[src/rtl/fp_pkg.sv]
// Shared definitions for the single-precision rounding/packing datapath:
// rounding modes, fflags bit positions and binary32 constants.
package fp_pkg;

    typedef enum logic [2:0] {
        RM_RNE = 3'b000,
        RM_RTZ = 3'b001,
        RM_RDN = 3'b010,
        RM_RUP = 3'b011,
        RM_RMM = 3'b100
    } rm_e;

    localparam int FF_NV = 4;
    localparam int FF_DZ = 3;
    localparam int FF_OF = 2;
    localparam int FF_UF = 1;
    localparam int FF_NX = 0;

    localparam logic [31:0] FP_CANON_NAN  = 32'h7FC0_0000;
    localparam logic [31:0] FP_MAX_FINITE = 32'h7F7F_FFFF;
    localparam logic [7:0]  FP_EXP_MAX    = 8'hFF;

endpackage

[src/rtl/fp_round_inc.sv]
// Rounding decision: from mode, sign, fraction lsb and guard/round/sticky,
// decide whether to add one ulp and whether the result is inexact.
module fp_round_inc
    import fp_pkg::*;
(
    input  logic [2:0] rm,
    input  logic       sign,
    input  logic       lsb,
    input  logic [2:0] grs,
    output logic       inc,
    output logic       inexact
);

    logic g;
    logic rs;

    assign g  = grs[2];
    assign rs = grs[1] | grs[0];

    // Per-mode increment decision; reserved codes round to nearest-even
    always_comb begin
        inexact = g | rs;
        inc     = 1'b0;
        case (rm)
            RM_RTZ:  inc = 1'b0;
            RM_RDN:  inc = sign & inexact;
            RM_RUP:  inc = ~sign & inexact;
            RM_RMM:  inc = g;
            default: inc = g & (rs | lsb);
        endcase
    end

endmodule

[src/rtl/fp_round_pack.sv]
// Round and pack stage: S1 captures the rounding decision, S2 registers the
// packed binary32 word. Flags exist only when FP_ROUND_FLAGS_EN is defined.
module fp_round_pack
    import fp_pkg::*;
#(
    parameter bit LATENCY_REG_OUT = 1'b1
) (
    input  logic        clk,
    input  logic        reset_n,
    input  logic        flush,
    input  logic        in_valid,
    output logic        in_ready,
    input  logic        in_sign,
    input  logic [7:0]  in_exp,
    input  logic [22:0] in_mant,
    input  logic [2:0]  in_grs,
    input  logic        in_underflow,
    input  logic        in_nan,
    input  logic        in_inf,
    input  logic [2:0]  in_rm,
    output logic        out_valid,
    input  logic        out_ready,
    output logic [31:0] out_result,
    output logic [4:0]  out_fflags
);

    logic        s2_ready;
    logic        in_fire;
    logic        dec_inc;

    logic        s1_valid;
    logic        s1_sign;
    logic [7:0]  s1_exp;
    logic [22:0] s1_mant;
    logic        s1_inc;
    logic        s1_uf;
    logic        s1_nan;
    logic        s1_inf;
    logic [2:0]  s1_rm;

    logic [23:0] sum;
    logic [7:0]  exp_r;
    logic        ovf;
    logic        to_max;
    logic [31:0] res_word;

`ifdef FP_ROUND_FLAGS_EN
    logic        dec_nx;
    logic        s1_nx;
    logic [4:0]  res_flags;
`endif

    assign in_ready = flush | ~s1_valid | s2_ready;
    assign in_fire  = in_valid & in_ready & ~flush;

    fp_round_inc u_inc (
        .rm      (in_rm),
        .sign    (in_sign),
        .lsb     (in_mant[0]),
        .grs     (in_grs),
        .inc     (dec_inc),
`ifdef FP_ROUND_FLAGS_EN
        .inexact (dec_nx)
`else
        .inexact ()
`endif
    );

    // S1: capture operand and rounding decision; flush kills only the valid
    always_ff @(posedge clk or negedge reset_n) begin
        if (!reset_n) begin
            s1_valid <= 1'b0;
            s1_sign  <= 1'b0;
            s1_exp   <= '0;
            s1_mant  <= '0;
            s1_inc   <= 1'b0;
            s1_uf    <= 1'b0;
            s1_nan   <= 1'b0;
            s1_inf   <= 1'b0;
            s1_rm    <= '0;
`ifdef FP_ROUND_FLAGS_EN
            s1_nx    <= 1'b0;
`endif
        end else begin
            if (flush)
                s1_valid <= 1'b0;
            else if (in_ready)
                s1_valid <= in_valid;
            if (in_fire) begin
                s1_sign <= in_sign;
                s1_exp  <= in_exp;
                s1_mant <= in_mant;
                s1_inc  <= dec_inc;
                s1_uf   <= in_underflow;
                s1_nan  <= in_nan;
                s1_inf  <= in_inf;
                s1_rm   <= in_rm;
`ifdef FP_ROUND_FLAGS_EN
                s1_nx   <= dec_nx;
`endif
            end
        end
    end

    // Apply the increment, handle carry/overflow/specials and pack
    always_comb begin
        sum    = {1'b0, s1_mant} + {23'b0, s1_inc};
        exp_r  = s1_exp + {7'b0, sum[23]};
        ovf    = (exp_r == FP_EXP_MAX) | (s1_exp == FP_EXP_MAX);
        to_max = (s1_rm == RM_RTZ)
               | ((s1_rm == RM_RDN) & ~s1_sign)
               | ((s1_rm == RM_RUP) & s1_sign);
        res_word = {s1_sign, exp_r, sum[22:0]};
        if (s1_nan)
            res_word = FP_CANON_NAN;
        else if (s1_inf)
            res_word = {s1_sign, FP_EXP_MAX, 23'h0};
        else if (s1_uf)
            res_word = {s1_sign, 31'h0};
        else if (ovf && to_max)
            res_word = {s1_sign, FP_MAX_FINITE[30:0]};
        else if (ovf)
            res_word = {s1_sign, FP_EXP_MAX, 23'h0};
    end

`ifdef FP_ROUND_FLAGS_EN
    // Exception flags matching the result selection above
    always_comb begin
        res_flags = '0;
        if (!s1_nan && !s1_inf) begin
            if (s1_uf) begin
                res_flags[FF_UF] = 1'b1;
                res_flags[FF_NX] = 1'b1;
            end else if (ovf) begin
                res_flags[FF_OF] = 1'b1;
                res_flags[FF_NX] = 1'b1;
            end else begin
                res_flags[FF_UF] = s1_nx & (s1_exp == 8'h00);
                res_flags[FF_NX] = s1_nx;
            end
        end
    end
`else
    assign out_fflags = '0;
`endif

    if (LATENCY_REG_OUT) begin : g_reg
        logic        s2_valid;
        logic [31:0] s2_res;
`ifdef FP_ROUND_FLAGS_EN
        logic [4:0]  s2_flags;
`endif

        assign s2_ready   = ~s2_valid | out_ready;
        assign out_valid  = s2_valid;
        assign out_result = s2_res;
`ifdef FP_ROUND_FLAGS_EN
        assign out_fflags = s2_flags;
`endif

        // S2: output register, held while the consumer stalls
        always_ff @(posedge clk or negedge reset_n) begin
            if (!reset_n) begin
                s2_valid <= 1'b0;
                s2_res   <= '0;
`ifdef FP_ROUND_FLAGS_EN
                s2_flags <= '0;
`endif
            end else begin
                if (flush)
                    s2_valid <= 1'b0;
                else if (s2_ready)
                    s2_valid <= s1_valid;
                if (s1_valid && s2_ready) begin
                    s2_res   <= res_word;
`ifdef FP_ROUND_FLAGS_EN
                    s2_flags <= res_flags;
`endif
                end
            end
        end
    end else begin : g_comb
        assign s2_ready   = out_ready;
        assign out_valid  = s1_valid;
        assign out_result = res_word;
`ifdef FP_ROUND_FLAGS_EN
        assign out_fflags = res_flags;
`endif
    end

endmodule
[config.mk]
export PLATFORM = sky130hd
export DESIGN_NAME = fp_round_pack
export DESIGN_NICKNAME = d
export VERILOG_FILES = /design/src/rtl/fp_pkg.sv /design/src/rtl/fp_round_inc.sv /design/src/rtl/fp_round_pack.sv
export SDC_FILE = /design/constraint.sdc
export NUM_CORES = 1
export LEC_CHECK = 0
export CORE_ASPECT_RATIO = 0.8
export CORE_MARGIN = 1.5
export CORE_UTILIZATION = 45
export DETAILED_ROUTE_END_ITERATION = 12
export PLACE_DENSITY = 0.82
export SYNTH_ARGS = -nofsm -noshare
export SYNTH_HDL_FRONTEND = slang
export SYNTH_SLANG_ARGS = --single-unit
[constraint.sdc]
create_clock -name clk -period 3.15 [get_ports clk]
set_input_delay 0.4725 -clock clk [delete_from_list [all_inputs] [get_ports clk]]
set_output_delay 0.4725 -clock clk [all_outputs]
set_load 0.005 [all_outputs]
==> results.toml, run 1 <==
[critical_path]
crit_type = "reg -> reg"
worstSetupEndpointType = "register"
crit_fanout = 5
worstPathRequired_ps = 3400
cp.arrival_ps = 3360
worst_setup_path_start_kind = "register"

[die]
initial_core_util = 0.464
die_x_um = 104
std_cell_rows = 29
die_h_um = 83.8
fp.dieArea_mm2 = 0.00871
ios = 85
core_area_mm2 = 0.00791

[clocking]
cts_tree = "done"
cts_made_buffers = 9
clockBufferDepth = 2
clk_pin_slew_ps = 80
cts.sinks = 73
clock_latency_ps = 350
cts.htree.levels = 3
postCtsHoldBufs = 0
root_buffer = "clkbuf_8"

[route]
routed_wl_mm = 9.02
via_per_inst = 5.44
antenna_left = 0
vias = 3022
drt_iter0_drc = 185
routedWlPerCell_um = 16.2
route.detailed.drc = 0
dr.pass1.iters = 5

[grt]
grt_overflow = 0
grt_pass1_vias = 2985
antenna_found_initial = 0
grt_max_degree = 74
grt_pass1_wl_mm = 14.5
grt_usage = 0.211

[hold_path]
hp-class = "in -> async"

[cells_and_area]
fill_cells = 632
diodes = 0
area_delta_synth_final_pct = 34.9
final_util = 0.625
drive_above_1_share = 0.252
nets = 494

[sta]
hold_viol = 0
finalMaxSlewViolations = 0
tns_ps = 0
worstMarginPinSlew_ps = 889
max_slew_margin = 0.408
period_share = 0.987
clock_skew_ps = 13.7
setup_viol = 0
period_needed_ps = 3110
worst_slack_ps = 41.6
max_freq_mhz = 322

[place]
dpl.hpwl_mm = 6.09
gp_congestion = 0.881
io_buffer_count = 79
place_ws_ps = -44.9

[synth]
synthesis.area_per_instance_um2 = 10.6
ys.flop_type = "dfrtp_1"
synthArstFlopShare = 1.00
syn_area_mm2 = 0.00367
synth_most_common_cell = "dfrtp_1"
ys_types = 44
synth_edf_count = 0
ys_warn_count = 0
synth-seq-cells = 73
synth_top_area_cell = "dfrtp_1"
ys_seq_area_frac = 0.498
synthTopCellsByArea = "dfrtp_1, mux2_2, o21ai_2"
synthCells = 345
ys_top_cells_by_count = "dfrtp_1, nor2_1, nand2_1, mux2_2, o21ai_2"
synth_top_area_frac = 0.498

[flow_run]
drv_cap = 0

[pwr]
p_leak_nw = 2.06
p_per_area_mw_per_mm2 = 506
vdd_drop_max_uv = 264
totalPowerFinal_w = 0.00251

[status]
outcome = "completed"
worst max-delay path, cell delays in order, from the launching register on:
cell	delay, ps
dfrtp_1	430
and3_1	210
and2_4	160
nand3_1	70
nor2_1	120
ha_2	190
buf_4	130
nand3_2	100
or3_4	420
a222oi_1	430
a21o_2	280
buf_6	110
buf_4	110
a211oi_1	60
o22a_1	170
flip-flops by register name, indices dropped and copies added, names as in the netlist:
signal      cells
out_result     32
out_valid       1
s1_exp          8
s1_inc          1
s1_inf          1
s1_mant        23
s1_nan          1
s1_rm           3
s1_sign         1
s1_uf           1
s1_valid        1
area by class of cell:
class                   count  area [µm²]  area share
inverters                   3        11.3     0.00228
multi-input cells         253        1780       0.361
clock inverters             4        45.0     0.00910
clock buffers              11         131      0.0266
well taps                 108         135      0.0273
flip-flops and latches     73        1830       0.369
repair buffers            104        1010       0.205
per-stage QoR:
step / hold WS [ps] / std cells / cell area [µm²]
2_1_floorplan: 177 / 349 / 3690
3_3_place_gp: 465 / 532 / 4610
3_5_place_dp: 475 / 532 / 4610
4_1_cts: 265 / 548 / 4800
5_1_grt: 320 / 556 / 4950
6_report: 238 / 556 / 4950
layout by cell type (no fill, tap or decap), types with 4 or more instances in the layout:
cell | Yosys | routed
clkdlybuf4s50_1 | 0 | 78
o21ai_2 | 20 | 20
o21ai_0 | 7 | 7
dfrtp_1 | 73 | 73
mux2_2 | 38 | 38
buf_4 | 5 | 22
nor2_1 | 40 | 40
o22a_1 | 4 | 4
xor2_1 | 6 | 6
nand2_1 | 39 | 38
a31oi_1 | 4 | 4
conb_1 | 1 | 5
clkbuf_8 | 0 | 9
nand3_1 | 19 | 18
nand4_1 | 6 | 6
xnor2_1 | 18 | 18
path summary, 6_finish.rpt:
path	end	cells after the start	from	slack (ps)
max	out_result[23]	14	s1_mant[17]	40
min	s1_exp[4]	1	reset_n	240
max reg2reg	out_result[23]	14	s1_mant[17]	40
min reg2reg	out_result[9]	2	out_result[9]	480
max in group asynchronous	out_result[3]	1	reset_n	2330
min in group clk	out_result[9]	2	out_result[9]	480
power breakdown:
group / switching [W] / internal, W
Clock: 0.000331 / 0.000358
Combinational: 0.000255 / 0.000358
Sequential: 0.000129 / 0.00107
per-layer routing:
metal | wire length (µm) | track usage | part of all wire
met5 | 0 | 0 | 0
met3 | 607 | 0.0585 | 0.067
met4 | 219 | 0.0922 | 0.024
met2 | 4260 | 0.327 | 0.47
met1 | 3930 | 0.277 | 0.44
logic make-up after synthesis:
logic type,synth area share
and+or+nand+nor,0.159
DFF,0.498
AOI/OAI and AO/OA,0.113
muxes,0.119
xor gates and xnor gates,0.0573
buffers and inverters,0.0392
adders and majority gates,0.0136
other,0.00102
timing repair:
item | 4_1_cts | 5_1_grt
setup endpoints to repair | 23 | 27
buffers inserted | 1 | 7
pin swaps | 1 | 7
gates cloned | 0 | 1
gates resized for setup | 2 | 15
(Power assumes the default switching activity.)
==> run 2: changes to the inputs <==
--- a/config.mk
+++ b/config.mk
@@ -6,7 +6,7 @@
 export NUM_CORES = 1
 export LEC_CHECK = 0
 export CORE_ASPECT_RATIO = 0.8
-export CORE_MARGIN = 1.5
+export CORE_MARGIN = 3
 export CORE_UTILIZATION = 45
 export DETAILED_ROUTE_END_ITERATION = 12
 export PLACE_DENSITY = 0.82
==> run 2 against run 1 <==
Clock power is 0.7% higher. Clock-buffer cell count is the same. Setup slack got worse by 40 ps. Cell count grew 0.36%. Sequential power about the same.
==> results.toml, run 2 (synthesized netlist as in run 1, its figures left out) <==
[status]
outcome = "completed"

[sta]
worstMarginPinSlew_ps = 805
setup_viol = 0
period_needed_ps = 3150
period_share = 1.00
max_freq_mhz = 318
clock_skew_ps = 7.60
tns_ps = 0
finalMaxSlewViolations = 0
hold_viol = 0
max_slew_margin = 0.464

[grt]
grt_overflow = 0
top_usage_layer = "met2"
grt_pass1_vias = 2936
use_met3 = 0.0402
grt_usage = 0.201
antenna_found_initial = 0
use_met2 = 0.320
met1_usage = 0.275
grt_pass1_wl_mm = 14.6
grt_max_degree = 41

[route]
antenna_left = 0
dr.pass1.iters = 4
via_per_inst = 5.43
routedWlPerCell_um = 16.9
drt_iter0_drc = 190
route.detailed.drc = 0
vias = 3030
routed_wl_mm = 9.46

[die]
fp.dieArea_mm2 = 0.00928
die_h_um = 86.8
ios = 85
initial_core_util = 0.480
core_area_mm2 = 0.00764
std_cell_rows = 28
die_x_um = 107

[place]
placed_cell_area_mm2 = 0.00463
dp.cells = 532
dpl.hpwl_mm = 6.51
gp_congestion = 0.882
io_buffer_count = 79

[clocking]
cts.sinks = 73
clk_pin_slew_ps = 70
clock_latency_ps = 340
postCtsHoldBufs = 0
cts_tree = "done"
cts_made_buffers = 9
cts.htree.levels = 3
root_buffer = "clkbuf_8"
clockBufferDepth = 2

[cells_and_area]
fill_cells = 604
mostFrequentLayoutCell = "clkdlybuf4s50_1"
diodes = 0
finalInstanceArea_mm2 = 0.00498
nets = 499
multi_input_area_mm2 = 0.00176
drive_above_1_share = 0.252
area_delta_synth_final_pct = 35.8
largest_reg_flops = 32
instances_no_fill = 558
register_area_mm2 = 0.00183
final_cell_mix = "clkdlybuf4s50_1, dfrtp_1, nor2_1"
final_util = 0.653

[critical_path]
crit_fanout = 6
worstSetupEndpointType = "register"
startpoint = "s1_inc"
r2r_start = "s1_inc"
cp.arrival_ps = 3380
worst_setup_path_start_kind = "register"
crit_type = "reg -> reg"
worstPathRequired_ps = 3380

[pwr]
clkPwrFrac = 0.277
p_seq_frac = 0.478
comb_power_share = 0.245
vdd_drop_max_uv = 261
internal_power_w = 0.00179
p_per_area_mw_per_mm2 = 504
p_leak_nw = 2.10
totalPowerFinal_w = 0.00251
p_sw_w = 0.000721
p_sw_frac = 0.287

[hold_path]
hp-class = "in -> async"

[flow_run]
drv_cap = 0
run 2: cell count changes in the layout (fill, tap and decap cells not counted), moves of 2 or more:
cell,delta
buf_6,+2
nor3_2,-2
o21ai_0,-5
o21ai_1,+5
run 2: through the flow:
| stage | hold slack (ps) | worst slack (ps) |
|---|---|---|
| 3_5_place_dp | 470 | -86.7 |
| 3_3_place_gp | 466 | 79.5 |
| 6_report | 217 | 1.32 |
| 5_1_grt | 277 | -109 |
| 4_1_cts | 231 | 30.1 |
| 2_1_floorplan | 177 | 77.7 |
run 2: timing repair:
item | CTS | global route
gates resized for setup | 2 | 17
setup buffers | 0 | 8
setup endpoints to repair | 26 | 27
pin swaps | 2 | 7
gates cloned | 0 | 3
run 2: power groups by stage:
stage	clock, W	sequential [W]	combinational, W
after floorplan	0	0.00119	0.000302
after global placement	0	0.00120	0.000574
after detailed placement	0	0.00121	0.000591
after CTS	0.000704	0.00119	0.000595
after global routing	0.000746	0.00122	0.000672
final	0.000695	0.00120	0.000616
run 2: path summary, 6_finish.rpt:
| kind | to | slack, ps | cells after the start |
|---|---|---|---|
| max reg2reg | out_result[0] | 1 | 14 |
| max in group asynchronous | s1_mant[6] | 2160 | 2 |
| min in group clk | out_result[10] | 480 | 2 |
| min | s1_mant[5] | 220 | 1 |
| max | out_result[0] | 1 | 14 |
| min reg2reg | out_result[10] | 480 | 2 |
run 2: area by class of cell:
type / instances / share of cell area
Clock buffer: 11 / 0.0264
Clock inverter: 4 / 0.00904
Inverter: 3 / 0.00226
Multi-Input combinational cell: 253 / 0.354
Sequential cell: 73 / 0.367
Tap cell: 105 / 0.0264
Timing Repair Buffer: 109 / 0.215
run 2: critical path, stage by stage, from the launching register on:
cell       delay (ps)
dfrtp_1           380
ha_2              220
nand2_2            80
nor3_4            220
nand2_1           120
nor2_1            120
ha_2              240
buf_6             120
nand3_2            80
or3_4             410
a222oi_1          360
a21o_2            240
a211o_4           210
clkbuf_16         180
o21ai_2            60
run 2: routing by layer:
metal	wire length, µm	up-vias
li1	-	1399
met5	0	-
met2	4430	136
met4	177	0
met3	644	20
met1	4210	1475
==> run 3: changes to the inputs <==
--- a/config.mk
+++ b/config.mk
@@ -8,8 +8,10 @@
 export CORE_ASPECT_RATIO = 0.8
 export CORE_MARGIN = 3
 export CORE_UTILIZATION = 45
+export CTS_CLUSTER_DIAMETER = 120
 export DETAILED_ROUTE_END_ITERATION = 12
 export PLACE_DENSITY = 0.82
+export SETUP_SLACK_MARGIN = 0.05
 export SYNTH_ARGS = -nofsm -noshare
 export SYNTH_HDL_FRONTEND = slang
 export SYNTH_SLANG_ARGS = --single-unit
==> constraint.sdc (replaced) <==
create_clock -name clk -period 2.5 [get_ports clk]
set_input_delay 0.375 -clock clk [delete_from_list [all_inputs] [get_ports clk]]
set_output_delay 0.375 -clock clk [all_outputs]
set_load 0.005 [all_outputs]
==> run 3 against run 2 <==
The run now ends with setup timing left. Register-to-register slack worse by 570 ps. Sequential cell count stayed put. Clock power increased by 50%. Global-route usage up 4.3 points. Critical path depth unchanged. Non-clock buffer count is 40 higher. Hold slack worse by 84 ps. Cell area up 8.6%. Fmax up 2.6%. Sequential share of layout area down 2.9 points. Core utilization grew 5.6 points. Clock-buffer cell count unchanged.
==> results.toml, run 3 (synthesized netlist as in run 1, its figures left out) <==
[route]
vias = 3354
via_per_inst = 5.60
route.detailed.drc = 0
antenna_left = 0
routedWlPerCell_um = 18.8
drt_iter0_drc = 275
routed_wl_mm = 11.2
dr.pass1.iters = 5

[grt]
grt_overflow = 0
grt_max_degree = 74
grt_pass1_wl_mm = 17.6
antenna_found_initial = 0
grt_usage = 0.244
grt_pass1_vias = 3409

[cells_and_area]
drive_above_1_share = 0.334
area_delta_synth_final_pct = 47.5
register_area_mm2 = 0.00183
nets = 539
mostFrequentLayoutCell = "clkdlybuf4s50_1"
fill_cells = 510
multi_input_area_mm2 = 0.00183
largest_reg_flops = 32
instances_no_fill = 599
diodes = 0
final_cell_mix = "clkdlybuf4s50_1, dfrtp_1, buf_4"

[status]
outcome = "finished, violations left"
violations = "setup timing"

[sta]
tns_ps = -15210
max_slew_margin = 0.387
worstMarginPinSlew_ps = 920
clock_skew_ps = 10.9
period_share = 1.23
max_freq_mhz = 326
worst_slack_ps = -570
period_needed_ps = 3070
hold_viol = 0
setup_viol = 28
rsz0062_at_grt = "yes"
finalMaxSlewViolations = 0
whs_ps = 133

[place]
io_buffer_count = 79
place_ws_ps = -456
dpl.hpwl_mm = 6.66
gp_congestion = 0.893
dp.cells = 555

[clocking]
postCtsHoldBufs = 0
cts.sinks = 73
cts_tree = "done"
clk_pin_slew_ps = 80
cts_made_buffers = 9
clock_latency_ps = 360
clockBufferDepth = 2
cts.htree.levels = 3
root_buffer = "clkbuf_8"

[die]
std_cell_rows = 28
fp.dieArea_mm2 = 0.00928
die_h_um = 86.8
initial_core_util = 0.480
core_area_mm2 = 0.00764
ios = 85
die_x_um = 107

[pwr]
p_per_area_mw_per_mm2 = 639
p_leak_nw = 2.33
vdd_drop_max_uv = 318
totalPowerFinal_w = 0.00345

[critical_path]
crit_fanout = 6
worstPathRequired_ps = 2740
cp.arrival_ps = 3310
slowest_delay_ps = 420
path_common_cell = "ha_4"
cp_slowest_cell = "dfrtp_1"
startpoint = "s1_inc"
path_cells = "ha_4 -> nand2_4 -> nor3_4 -> nand2_2 -> nor2_4 -> ha_4 -> ha_4 -> inv_4 -> or3_4 -> a222oi_1 -> a21o_2 -> buf_6 -> a211oi_1 -> o22a_1"
crit_type = "reg -> reg"
reg2reg_depth = 14
worst_setup_path_start_kind = "register"
worstSetupEndpointType = "register"
r2r_start = "s1_inc"

[hold_path]
hp-class = "in -> async"

[flow_run]
drv_cap = 0
run 3: changes by cell type in the layout (fill, tap and decap cells not counted), sizes merged:
cell    change
buf        +42
clkbuf      -2
bufinv      +1
run 3: final timing paths:
path                                   to  slack (ps)
min reg2reg                out_result[16]         480
max in group asynchronous   out_result[7]        1740
max                        out_result[23]        -570
min                         out_result[4]         130
max reg2reg                out_result[23]        -570
min in group clk           out_result[16]         480
run 3: worst max-delay path: cells and delay by family, from the launching register on:
kind	cells	cell delay [ps]
AO/OA/AOI/OAI	4	960
adder cells (fa/ha/maj)	3	520
buffers and inverters	2	190
flip-flops	1	420
AND/OR/NAND/NOR	5	870
run 3: metal layers:
layer  wire [µm]  up-vias  GRT usage
li1            -     1487          -
met1        4540     1645      0.314
met2        5540      180      0.407
met3         801       42     0.0477
met4         356        0     0.0999
met5           0        -          0
run 3: area by class of cell:
type | instances | area share
well taps | 105 | 0.0243
clock buffers | 11 | 0.0261
clock inverters | 5 | 0.0146
repair buffers | 149 | 0.256
flip-flops and latches | 73 | 0.338
inverters | 3 | 0.00254
multi-input cells | 253 | 0.339
run 3: where the power goes:
part | switching, W | internal (W)
Clock | 0.000447 | 0.000588
Combinational | 0.000385 | 0.000524
Sequential | 0.000159 | 0.00135
Total | 0.000991 | 0.00246
run 3: repair_timing:
item	CTS	global route
resized for setup	10	12
endpoints found under the setup margin	28	28
buffers inserted	24	5
pin swaps	5	10
cloned	1	0
run 3: metrics by stage:
step           utilization  area (µm²)
2_1_floorplan            -        3740
3_3_place_gp         0.638        4870
5_1_grt              0.708        5410
4_1_cts              0.699        5340
6_report             0.708        5410
3_5_place_dp         0.638        4870
